<file path="src/rtl/sram_arb_pkg.sv">
// Shared types and constants for the single-port SRAM port arbiter.
package sram_arb_pkg;

  typedef enum logic [1:0] {
    ARB_NONE = 2'd0,
    ARB_WR   = 2'd1,
    ARB_RD   = 2'd2
  } arb_grant_e;

  localparam int RSP_FIFO_DEPTH = 2;
  localparam int RSP_CNT_W      = 2;
  localparam int PERF_CNT_W     = 16;

endpackage

</file>
<file path="src/rtl/sram_arb_chk.sv">
// Protocol checker for the SRAM arbiter: response FIFO overflow, exclusive
// memory enables and the supported read latency.
module sram_arb_chk #(
  parameter int RD_LAT = 1
) (
  input logic clk,
  input logic rst_n,
  input logic fifo_push,
  input logic fifo_pop,
  input logic fifo_full,
  input logic ren,
  input logic wen
);

  a_no_overflow: assert property (@(posedge clk) disable iff (!rst_n)
    !(fifo_push && fifo_full && !fifo_pop));

  a_one_mem_op: assert property (@(posedge clk) disable iff (!rst_n)
    !(ren && wen));

  a_rd_lat_one: assert property (@(posedge clk) disable iff (!rst_n)
    (RD_LAT == 1));

endmodule

</file>
<file path="src/rtl/sram_arb_rsp_fifo.sv">
// Two-entry register FIFO holding read responses until the consumer takes them.
module sram_arb_rsp_fifo
  import sram_arb_pkg::*;
#(
  parameter int W = 64
) (
  input  logic                 clk,
  input  logic                 rst_n,
  input  logic                 clr,
  input  logic                 push,
  input  logic [W-1:0]         push_data,
  input  logic                 pop,
  output logic [W-1:0]         pop_data,
  output logic [RSP_CNT_W-1:0] count,
  output logic                 full,
  output logic                 empty
);

  logic [W-1:0]         mem_r [RSP_FIFO_DEPTH];
  logic                 wr_ptr_r;
  logic                 rd_ptr_r;
  logic [RSP_CNT_W-1:0] count_r;
  logic                 do_push_s;
  logic                 do_pop_s;

  // A push into a full FIFO is only taken when a pop frees a slot that cycle
  assign do_pop_s  = pop & ~empty;
  assign do_push_s = push & (~full | do_pop_s);

  assign pop_data = mem_r[rd_ptr_r];
  assign count    = count_r;
  assign full     = (count_r == RSP_CNT_W'(RSP_FIFO_DEPTH));
  assign empty    = (count_r == {RSP_CNT_W{1'b0}});

  // Storage, pointers and occupancy
  always_ff @(posedge clk or negedge rst_n) begin
    if (!rst_n) begin
      for (int i = 0; i < RSP_FIFO_DEPTH; i++) mem_r[i] <= {W{1'b0}};
      wr_ptr_r <= 1'b0;
      rd_ptr_r <= 1'b0;
      count_r  <= {RSP_CNT_W{1'b0}};
    end else if (clr) begin
      for (int i = 0; i < RSP_FIFO_DEPTH; i++) mem_r[i] <= {W{1'b0}};
      wr_ptr_r <= 1'b0;
      rd_ptr_r <= 1'b0;
      count_r  <= {RSP_CNT_W{1'b0}};
    end else begin
      if (do_push_s) begin
        mem_r[wr_ptr_r] <= push_data;
        wr_ptr_r        <= ~wr_ptr_r;
      end
      if (do_pop_s) begin
        rd_ptr_r <= ~rd_ptr_r;
      end
      case ({do_push_s, do_pop_s})
        2'b10:   count_r <= count_r + RSP_CNT_W'(1);
        2'b01:   count_r <= count_r - RSP_CNT_W'(1);
        default: count_r <= count_r;
      endcase
    end
  end

endmodule

</file>
<file path="src/rtl/sram_sp_port_arbiter.sv">
// Arbitrates one single-port SRAM between a write and a read requester.
// Optional SRAM_ARB_PERF_EN adds saturating conflict / read-block counters.
module sram_sp_port_arbiter
  import sram_arb_pkg::*;
#(
  parameter int DATA_W = 64,
  parameter int ADDR_W = 9,
  parameter int RD_LAT = 1
) (
  input  logic              clk,
  input  logic              rst_n,
  input  logic              clk_en,
  input  logic              flush,
  input  logic              tile_en,
  input  logic              cfg_write_priority,
  input  logic [ADDR_W-1:0] wr_addr,
  input  logic [DATA_W-1:0] wr_data,
  input  logic              wr_valid,
  output logic              wr_ready,
  input  logic [ADDR_W-1:0] rd_addr,
  input  logic              rd_addr_valid,
  output logic              rd_addr_ready,
  output logic [DATA_W-1:0] rd_data,
  output logic              rd_data_valid,
  input  logic              rd_data_ready,
  output logic [ADDR_W-1:0] addr_to_mem,
  output logic [DATA_W-1:0] data_to_mem,
  output logic              ren_to_mem,
  output logic              wen_to_mem,
  input  logic [DATA_W-1:0] data_from_mem
`ifdef SRAM_ARB_PERF_EN
  ,
  output logic [PERF_CNT_W-1:0] perf_conflict_cnt,
  output logic [PERF_CNT_W-1:0] perf_rd_block_cnt
`endif
);

  logic                 active_s;
  logic                 clr_s;
  logic                 push_s;
  logic                 pop_s;
  logic [RSP_CNT_W-1:0] fifo_count_s;
  logic                 fifo_full_s;
  logic                 fifo_empty_s;
  logic [2:0]           rd_load_s;
  logic                 rd_ok_s;
  logic                 wr_req_s;
  logic                 rd_req_s;
  arb_grant_e           grant_s;
  arb_grant_e           last_grant_r;
  logic                 inflight_r;

  assign active_s = clk_en & tile_en & ~flush & rst_n;
  assign clr_s    = clk_en & flush;

  assign rd_data_valid = active_s & ~fifo_empty_s;
  assign pop_s         = rd_data_valid & rd_data_ready;
  assign push_s        = active_s & inflight_r;

  // Slots already committed (queued or in flight) after this cycle's pop
  assign rd_load_s = {1'b0, fifo_count_s} + {2'b00, inflight_r} - {2'b00, pop_s};
  assign rd_ok_s   = (rd_load_s < 3'd2);
  assign wr_req_s  = wr_valid;
  assign rd_req_s  = rd_addr_valid & rd_ok_s;

  // Grant selection: single requester wins, conflicts by priority or round-robin
  always_comb begin
    grant_s = ARB_NONE;
    if (!active_s) begin
      grant_s = ARB_NONE;
    end else begin
      case ({wr_req_s, rd_req_s})
        2'b10: grant_s = ARB_WR;
        2'b01: grant_s = ARB_RD;
        2'b11: begin
          if (cfg_write_priority) begin
            grant_s = ARB_WR;
          end else if (last_grant_r == ARB_WR) begin
            grant_s = ARB_RD;
          end else begin
            grant_s = ARB_WR;
          end
        end
        default: grant_s = ARB_NONE;
      endcase
    end
  end

  // Memory pins and request handshakes driven from the grant
  always_comb begin
    wr_ready      = 1'b0;
    rd_addr_ready = 1'b0;
    wen_to_mem    = 1'b0;
    ren_to_mem    = 1'b0;
    addr_to_mem   = {ADDR_W{1'b0}};
    data_to_mem   = {DATA_W{1'b0}};
    case (grant_s)
      ARB_WR: begin
        wen_to_mem  = 1'b1;
        wr_ready    = 1'b1;
        addr_to_mem = wr_addr;
        data_to_mem = wr_data;
      end
      ARB_RD: begin
        ren_to_mem    = 1'b1;
        rd_addr_ready = 1'b1;
        addr_to_mem   = rd_addr;
      end
      default: begin
        wen_to_mem = 1'b0;
      end
    endcase
  end

  // Inflight read tracker and round-robin history
  always_ff @(posedge clk or negedge rst_n) begin
    if (!rst_n) begin
      inflight_r   <= 1'b0;
      last_grant_r <= ARB_WR;
    end else if (clr_s) begin
      inflight_r   <= 1'b0;
      last_grant_r <= ARB_WR;
    end else if (active_s) begin
      inflight_r <= (grant_s == ARB_RD);
      if (grant_s != ARB_NONE) begin
        last_grant_r <= grant_s;
      end
    end
  end

  sram_arb_rsp_fifo #(
    .W (DATA_W)
  ) u_rsp_fifo (
    .clk       (clk),
    .rst_n     (rst_n),
    .clr       (clr_s),
    .push      (push_s),
    .push_data (data_from_mem),
    .pop       (pop_s),
    .pop_data  (rd_data),
    .count     (fifo_count_s),
    .full      (fifo_full_s),
    .empty     (fifo_empty_s)
  );

  sram_arb_chk #(
    .RD_LAT (RD_LAT)
  ) u_chk (
    .clk       (clk),
    .rst_n     (rst_n),
    .fifo_push (push_s),
    .fifo_pop  (pop_s),
    .fifo_full (fifo_full_s),
    .ren       (ren_to_mem),
    .wen       (wen_to_mem)
  );

`ifdef SRAM_ARB_PERF_EN
  // Saturating performance counters, cleared with the rest of the state
  always_ff @(posedge clk or negedge rst_n) begin
    if (!rst_n) begin
      perf_conflict_cnt <= {PERF_CNT_W{1'b0}};
      perf_rd_block_cnt <= {PERF_CNT_W{1'b0}};
    end else if (clr_s) begin
      perf_conflict_cnt <= {PERF_CNT_W{1'b0}};
      perf_rd_block_cnt <= {PERF_CNT_W{1'b0}};
    end else if (active_s) begin
      if (wr_valid && rd_addr_valid && (perf_conflict_cnt != {PERF_CNT_W{1'b1}})) begin
        perf_conflict_cnt <= perf_conflict_cnt + PERF_CNT_W'(1);
      end
      if (rd_addr_valid && !rd_ok_s && (perf_rd_block_cnt != {PERF_CNT_W{1'b1}})) begin
        perf_rd_block_cnt <= perf_rd_block_cnt + PERF_CNT_W'(1);
      end
    end
  end
`endif

endmodule
</file>
<file path="config.mk">
export PLATFORM = sky130hd
export DESIGN_NAME = sram_sp_port_arbiter
export DESIGN_NICKNAME = d
export VERILOG_FILES = /design/src/rtl/sram_arb_pkg.sv /design/src/rtl/sram_arb_chk.sv /design/src/rtl/sram_arb_rsp_fifo.sv /design/src/rtl/sram_sp_port_arbiter.sv
export SDC_FILE = /design/constraint.sdc
export NUM_CORES = 1
export LEC_CHECK = 0
export ABC_CLOCK_PERIOD_IN_PS = 4150
export CORE_MARGIN = 4
export CORE_UTILIZATION = 25
export DETAILED_ROUTE_END_ITERATION = 16
export MAX_ROUTING_LAYER = met4
export PLACE_DENSITY_LB_ADDON = 0.25
export RECOVER_POWER = 50
export REMOVE_ABC_BUFFERS = 1
export SLEW_MARGIN = 5
export SYNTH_ARGS = -nofsm -noshare
export SYNTH_HDL_FRONTEND = slang
export SYNTH_HIERARCHICAL = 1
export SYNTH_SLANG_ARGS = --single-unit
export TNS_END_PERCENT = 20
</file>
<file path="constraint.sdc">
create_clock -name clk -period 4.15 [get_ports clk]
set_input_delay 0.6225 -clock clk [delete_from_list [all_inputs] [get_ports clk]]
set_output_delay 0.6225 -clock clk [all_outputs]
set_load 0.005 [all_outputs]
</file>
Word level (Yosys, flattened, before mapping)
Cells that the tools add are included.
{ "word_totals": {"ff_bits": 135, "inputBits": 155, "out_inout_bits": 142, "wordCells": 78} }
{ "op_classes": {"addsub": 4, "order_cmp": 4, "n_eq_ne": 9, "muxes": 27, "n_bitwise": 18, "n_reduce_logical": 9} }
{ "op_table": {"columns": ["op", "n"], "rows": [
  ["$mux W64", 5],
  ["$mux W128", 2],
  ["$bwmux W128", 1],
  ["$demux W64 S1", 1],
  ["$pmux W9 S2", 1],
  ["$mux W2", 7],
  ["$and A1 B1 Y1", 10],
  ["$eq A2 B2 Y1 const B", 5],
  ["$reduce_bool A2 Y1", 5],
  ["$eq A2 B1 Y1 const B", 4],
  ["$mux W1", 8],
  ["$pmux W2 S3", 1],
  ["$not A1 Y1", 5],
  ["$ge A2 B2 Y1 const B", 2],
  ["$not A1 Y2", 2],
  ["$pmux W2 S2", 1],
  ["$add A2 B1 Y3", 1],
  ["$lt A3 B2 Y1 const B", 1],
  ["$reduce_bool A3 Y1", 1],
  ["$sub A3 B1 Y3", 1],
  ["$add A2 B1 Y2 const B", 1],
  ["$logic_not A2 Y1", 1],
  ["$lt A2 B1 Y1 const B", 1],
  ["$reduce_and A2 Y1", 1],
  ["other kinds (3)", 3]
]} }

Depth between registers and ports, before layout
{ "logic_depth": {"word_depth": 15, "mapped_depth": 15} }

By module
Netlist, hierarchy kept.
{ "by_module_without_submodules": {"columns": ["module", "n_inst", "cells_per_inst", "area_per_inst_um2"], "rows": [
  ["sram_arb_rsp_fifo", 1, 387, 5567.8],
  ["sram_sp_port_arbiter", 1, 129, 912.1]
]} }

Worst setup path after synthesis
No wires, ideal clock.
{ "synth_timing": {"kind": "input to output", "startpoint": "input port flush", "endpoint": "output port addr_to_mem[0]", "arrival_time_ps": 3546, "required_time_ps": 3527, "path_slack_ps": -19, "cell_stages": 15, "cell_sequence": "and4b_1 buf_2 nor2b_1 and2_1 ha_1 nand2b_1 fa_1 xor2_1 a211oi_2 nand2_1 ha_1 buf_2 clkbuf_1 a22oi_1 nor2b_1"} }
{ "synth_via": {"elab_chain_len": 13, "elab_cells_between_ends": 16, "classes_between": "add/sub: 1; order compare: 1; eq/ne: 5; mux: 3; bitwise: 6"} }
{ "synth_lines": {"columns": ["item", "line", "text"], "rows": [
  ["start: declaration", "sram_sp_port_arbiter.sv:13", "input logic flush,"],
  ["$not A1 Y1 (*)", "sram_sp_port_arbiter.sv:53", "assign active_s = clk_en & tile_en & ~flush & rst_n;"],
  ["$and A1 B1 Y1 (*) (2 in series)", "sram_sp_port_arbiter.sv:53", null],
  ["$and A1 B1 Y1 (*)", "sram_sp_port_arbiter.sv:56", "assign rd_data_valid = active_s & ~fifo_empty_s;"],
  ["via rd_data_valid", "sram_sp_port_arbiter.sv:24", "output logic rd_data_valid,"],
  ["$and A1 B1 Y1 (*)", "sram_sp_port_arbiter.sv:57", "assign pop_s = rd_data_valid & rd_data_ready;"],
  ["via pop_s", "sram_sp_port_arbiter.sv:41", "logic pop_s;"],
  ["$sub A3 B1 Y3 (*)", "sram_sp_port_arbiter.sv:61", "assign rd_load_s = {1'b0, fifo_count_s} + {2'b00, inflight_r} - {2'b00, pop_s};"],
  ["$lt A3 B2 Y1 (*)", "sram_sp_port_arbiter.sv:62", "assign rd_ok_s = (rd_load_s < 3'd2);"],
  ["$and A1 B1 Y1 (*)", "sram_sp_port_arbiter.sv:64", "assign rd_req_s = rd_addr_valid & rd_ok_s;"],
  ["$eq A2 B2 Y1 or $eq A2 B1 Y1 (tied branches)", "sram_sp_port_arbiter.sv:72", "case ({wr_req_s, rd_req_s})"],
  ["$pmux W2 S3 (*)", "sram_sp_port_arbiter.sv:72", null],
  ["$mux W2 (*)", "sram_sp_port_arbiter.sv:69", "if (!active_s) begin"],
  ["$eq A2 B2 Y1 or $eq A2 B1 Y1 (tied branches)", "sram_sp_port_arbiter.sv:97", "case (grant_s)"],
  ["$pmux W9 S2 (*)", "sram_sp_port_arbiter.sv:97", null],
  ["end: declaration", "sram_sp_port_arbiter.sv:26", "output logic [ADDR_W-1:0] addr_to_mem,"]
]} }
The timed path passes the listed nets; every way through them passes the cells marked *.

Final worst setup path
{ "layout_timing": {"startpoint": "input port flush", "endpoint": "output port data_to_mem[40]"} }
{ "layout_via": {"elab_chain_len": 13, "elab_cells_between_ends": 15, "classes_between": "add/sub: 1; order compare: 1; eq/ne: 4; mux: 3; bitwise: 6"} }
{ "layout_lines": {"columns": ["item", "line", "text"], "rows": [
  ["$not A1 Y1 (*)", "sram_sp_port_arbiter.sv:53", null],
  ["$and A1 B1 Y1 (*) (2 in series)", "sram_sp_port_arbiter.sv:53", null],
  ["$and A1 B1 Y1 (*)", "sram_sp_port_arbiter.sv:56", null],
  ["$and A1 B1 Y1 (*)", "sram_sp_port_arbiter.sv:57", null],
  ["via pop_s", "sram_sp_port_arbiter.sv:41", null],
  ["$sub A3 B1 Y3 (*)", "sram_sp_port_arbiter.sv:61", null],
  ["$lt A3 B2 Y1 (*)", "sram_sp_port_arbiter.sv:62", null],
  ["$and A1 B1 Y1 (*)", "sram_sp_port_arbiter.sv:64", null],
  ["$eq A2 B2 Y1 or $eq A2 B1 Y1 (tied branches)", "sram_sp_port_arbiter.sv:72", null],
  ["$pmux W2 S3 (*)", "sram_sp_port_arbiter.sv:72", null],
  ["$mux W2 (*)", "sram_sp_port_arbiter.sv:69", null],
  ["$eq A2 B1 Y1 (*)", "sram_sp_port_arbiter.sv:97", null],
  ["$mux W64 (*)", "sram_sp_port_arbiter.sv:97", null],
  ["end: declaration", "sram_sp_port_arbiter.sv:27", "output logic [DATA_W-1:0] data_to_mem,"]
]} }
Marks and branches as above.

==> impl_metrics.tcl <==
set metrics [dict create \
    outcome "finished with violations" \
    violations "capacitance limit, slew limit" \
    cts-hold-fix-buffers 0 \
    dieArea_um2 28530 \
    postRouteAntennaNets 0 \
    cts_buffer_depth 2 \
    grt_pass1_wl_um 35360 \
    skew_ns 0.008663 \
    startpoint "flush" \
    p_per_area_nw_per_um2 298.9 \
    maxSlewViolCount 75 \
    grt_overflow 0 \
    avgSynthCellArea_um2 12.57 \
    synthesis.area_um2 6474 \
    wl_per_cell_um 19.66 \
    numCtsBuffers 17 \
    r2r_cells 14 \
    cp.arrival_ns 3.42 \
    dp_hpwl_um 15300 \
    start_kind "input pin" \
    pin_count 297 \
    setup_slack_ns 0.1029 \
    synth_cells 515 \
    worst_hold_slack_ns 0.4884 \
    holdPathStages 1 \
    drc 0 \
    pre_cts_slack_ns -0.8020 \
    cp_num_buf_inv 5 \
    worst_path_max_delay_cell "fa_2" \
    r2r-start "u_rsp_fifo/count[1]$_DFFE_PN0P_" \
    drive_gt1_share_pct 21.17 \
    die_h_um 168.9 \
    r2r_end "last_grant_r[0]$_DFFE_PN1P_" \
    required_ns 3.53 \
    fill_cells 2407 \
    endpoint_kind "primary output" \
    area_delta_synth_final_pct 63.94 \
    max_cap_violations 1 \
    crit_fanout 7 \
    min_period_ns 4.047 \
    root_buffer "clkbuf_16" \
    leakage_nw 4.973 \
    min-delay-start "u_rsp_fifo/mem_r[100]$_DFFE_PN0P_" \
    report.final.hold_viol_count 0 \
    final-setup-viol-count 0 \
    grt_use_total_pct 16.26 \
    hp-class "register to register" \
    vias 5512 \
    clock-sinks 135 \
    h-tree-depth 4 \
    max-slew-margin-rel_pct -25.18 \
    start_util_pct 25.56 \
    max_freq_mhz 247.1 \
    die_x_um 168.9 \
    critPathTopFamily "simple AND/OR/NAND/NOR gates" \
    cts_tree "built" \
    yosys_warnings 6 \
    fin_crit_sh_pct 97.52 \
    grt_pass1_vias 6178 \
    core_area_um2 25330 \
    firstDrtPassIters 4 \
    row_count 58 \
    clk_latency_ns 0.41 \
    drt-total-wl_um 22970 \
    drtIter0Drc 339 \
    rsz0062_at_grt "yes" \
    avgViaCountPerCell 4.719 \
    crit_chain "buf_6 > and4b_1 > nor2b_4 > and2_4 > ha_4 > nand2b_4 > fa_2 > xor2_4 > a211oi_4 > nand2_2 > ha_4 > buf_6 > buf_8 > clkbuf_16 > and2_1 > buf_2" \
    clkTransAtPathRegs_ns 0.06 \
    min_to "u_rsp_fifo/mem_r[100]$_DFFE_PN0P_" \
    worstSetupPathType "input pin to primary output" \
    max_stage_delay_ns 0.40 \
    gp_congestion 0.7759 \
    grt_antenna_before_repair 2 \
    peakVddDrop_mv 0.2450 \
    grt_max_degree 75 \
    nets 984 \
    port_buffers 296 \
    tightestPinTransition_ns 1.878 \
    r2r_slack_ns 1.10 \
]
==> how the worst max path moves through the flow <==
stage / end / depth (start not counted)
final: data_to_mem[40] / 16
after global routing: data_to_mem[4] / 15
after CTS: data_to_mem[32] / 16
after detailed placement: addr_to_mem[8] / 13
after global placement: addr_to_mem[6] / 13
after floorplan: u_rsp_fifo/mem_r[0]$_DFFE_PN0P_ / 6
==> cell type report <==
cell class / instances / area (µm²) / share of cell area, %
sequential: 135 / 3381 / 31.86
timing repair buffer: 337 / 3182 / 29.98
multi-input combinational: 329 / 3007 / 28.33
clock buffer: 18 / 429.2 / 4.044
tap: 330 / 412.9 / 3.891
clock inverter: 14 / 185.2 / 1.745
inverter: 3 / 11.26 / 0.1061
antenna: 2 / 5.005 / 0.04716
==> cells in the final DEF (no fill, tap or decap), types with 2 or more instances in the layout <==
cell type          n
clkdlybuf4s50_1  215
dfrtp_1          133
a22o_1           128
and2_1            57
mux2_1            55
buf_2             32
dlygate4sd2_1     26
buf_4             24
clkbuf_16         19
clkbuf_2          15
nor2b_1           11
and2_4            10
mux2_2            10
a22oi_2            9
buf_6              8
inv_6              7
clkdlybuf4s15_1    5
nand2_1            4
nor2_1             4
ha_4               4
a21oi_1            4
clkinvlp_4         3
bufinv_16          3
buf_12             3
diode_2            2
or3b_4             2
inv_1              2
nand2b_1           2
mux2i_1            2
buf_16             2
buf_8              2
xor2_1             2
==> where the power goes <==
group          total (mW)  switching [mW]  internal [mW]
sequential           1.32        0.000371           1.32
combinational       0.266           0.106          0.160
clock                1.59           0.624          0.964
total                3.17           0.731           2.44
==> worst reg2reg max path: stages, from the launching register on <==
cell	delay (ns)
dfrtp_1	0.39
nor2_2	0.18
nor2b_4	0.06
and2_4	0.17
ha_4	0.20
nand2b_4	0.14
fa_2	0.40
xor2_4	0.18
a211oi_4	0.26
nand2_2	0.12
buf_4	0.15
ha_4	0.16
nand4b_1	0.16
a21boi_0	0.27
o31ai_1	0.14
==> metal layers <==
| metal | track usage [%] | share of wire (%) | vias to the layer above |
|---|---|---|---|
| li1 | - | - | 2530 |
| met1 | 20.96 | 44 | 2715 |
| met2 | 25.30 | 47 | 249 |
| met3 | 5.044 | 7.6 | 18 |
| met4 | 3.599 | 1.2 | 0 |
| met5 | - | 0 | - |
==> stage by stage <==
step / utilization (%) / std cells / power, mW / instance area (µm²) / TNS, ns
floorplan: - / 467 / 1.374 / 6205 / -208.53
global placement: 38.73 / 1117 / 1.599 / 9809 / -46.36
detailed placement: 38.73 / 1117 / 1.598 / 9809 / -47.56
CTS: 41.58 / 1163 / 3.234 / 10530 / -1.315
global route: 41.90 / 1168 / 3.309 / 10610 / -0.1993
finish: 41.90 / 1168 / 3.172 / 10610 / 0
==> timing repair <==
item                       4_1_cts  5_1_grt
cloned                           3        3
setup endpoints to repair       77       77
resized for setup              218       51
pin swaps                       10       12
setup buffers                   11        0
==> state kept, by name, indices dropped and copies added, names as in the netlist <==
name	cells
last_grant_r	2
u_rsp_fifo/mem_r	128
u_rsp_fifo/count	2
inflight_r	1
u_rsp_fifo/rd_ptr_r	1
u_rsp_fifo/wr_ptr_r	1
Note: power is estimated with default switching activity, not from simulation.
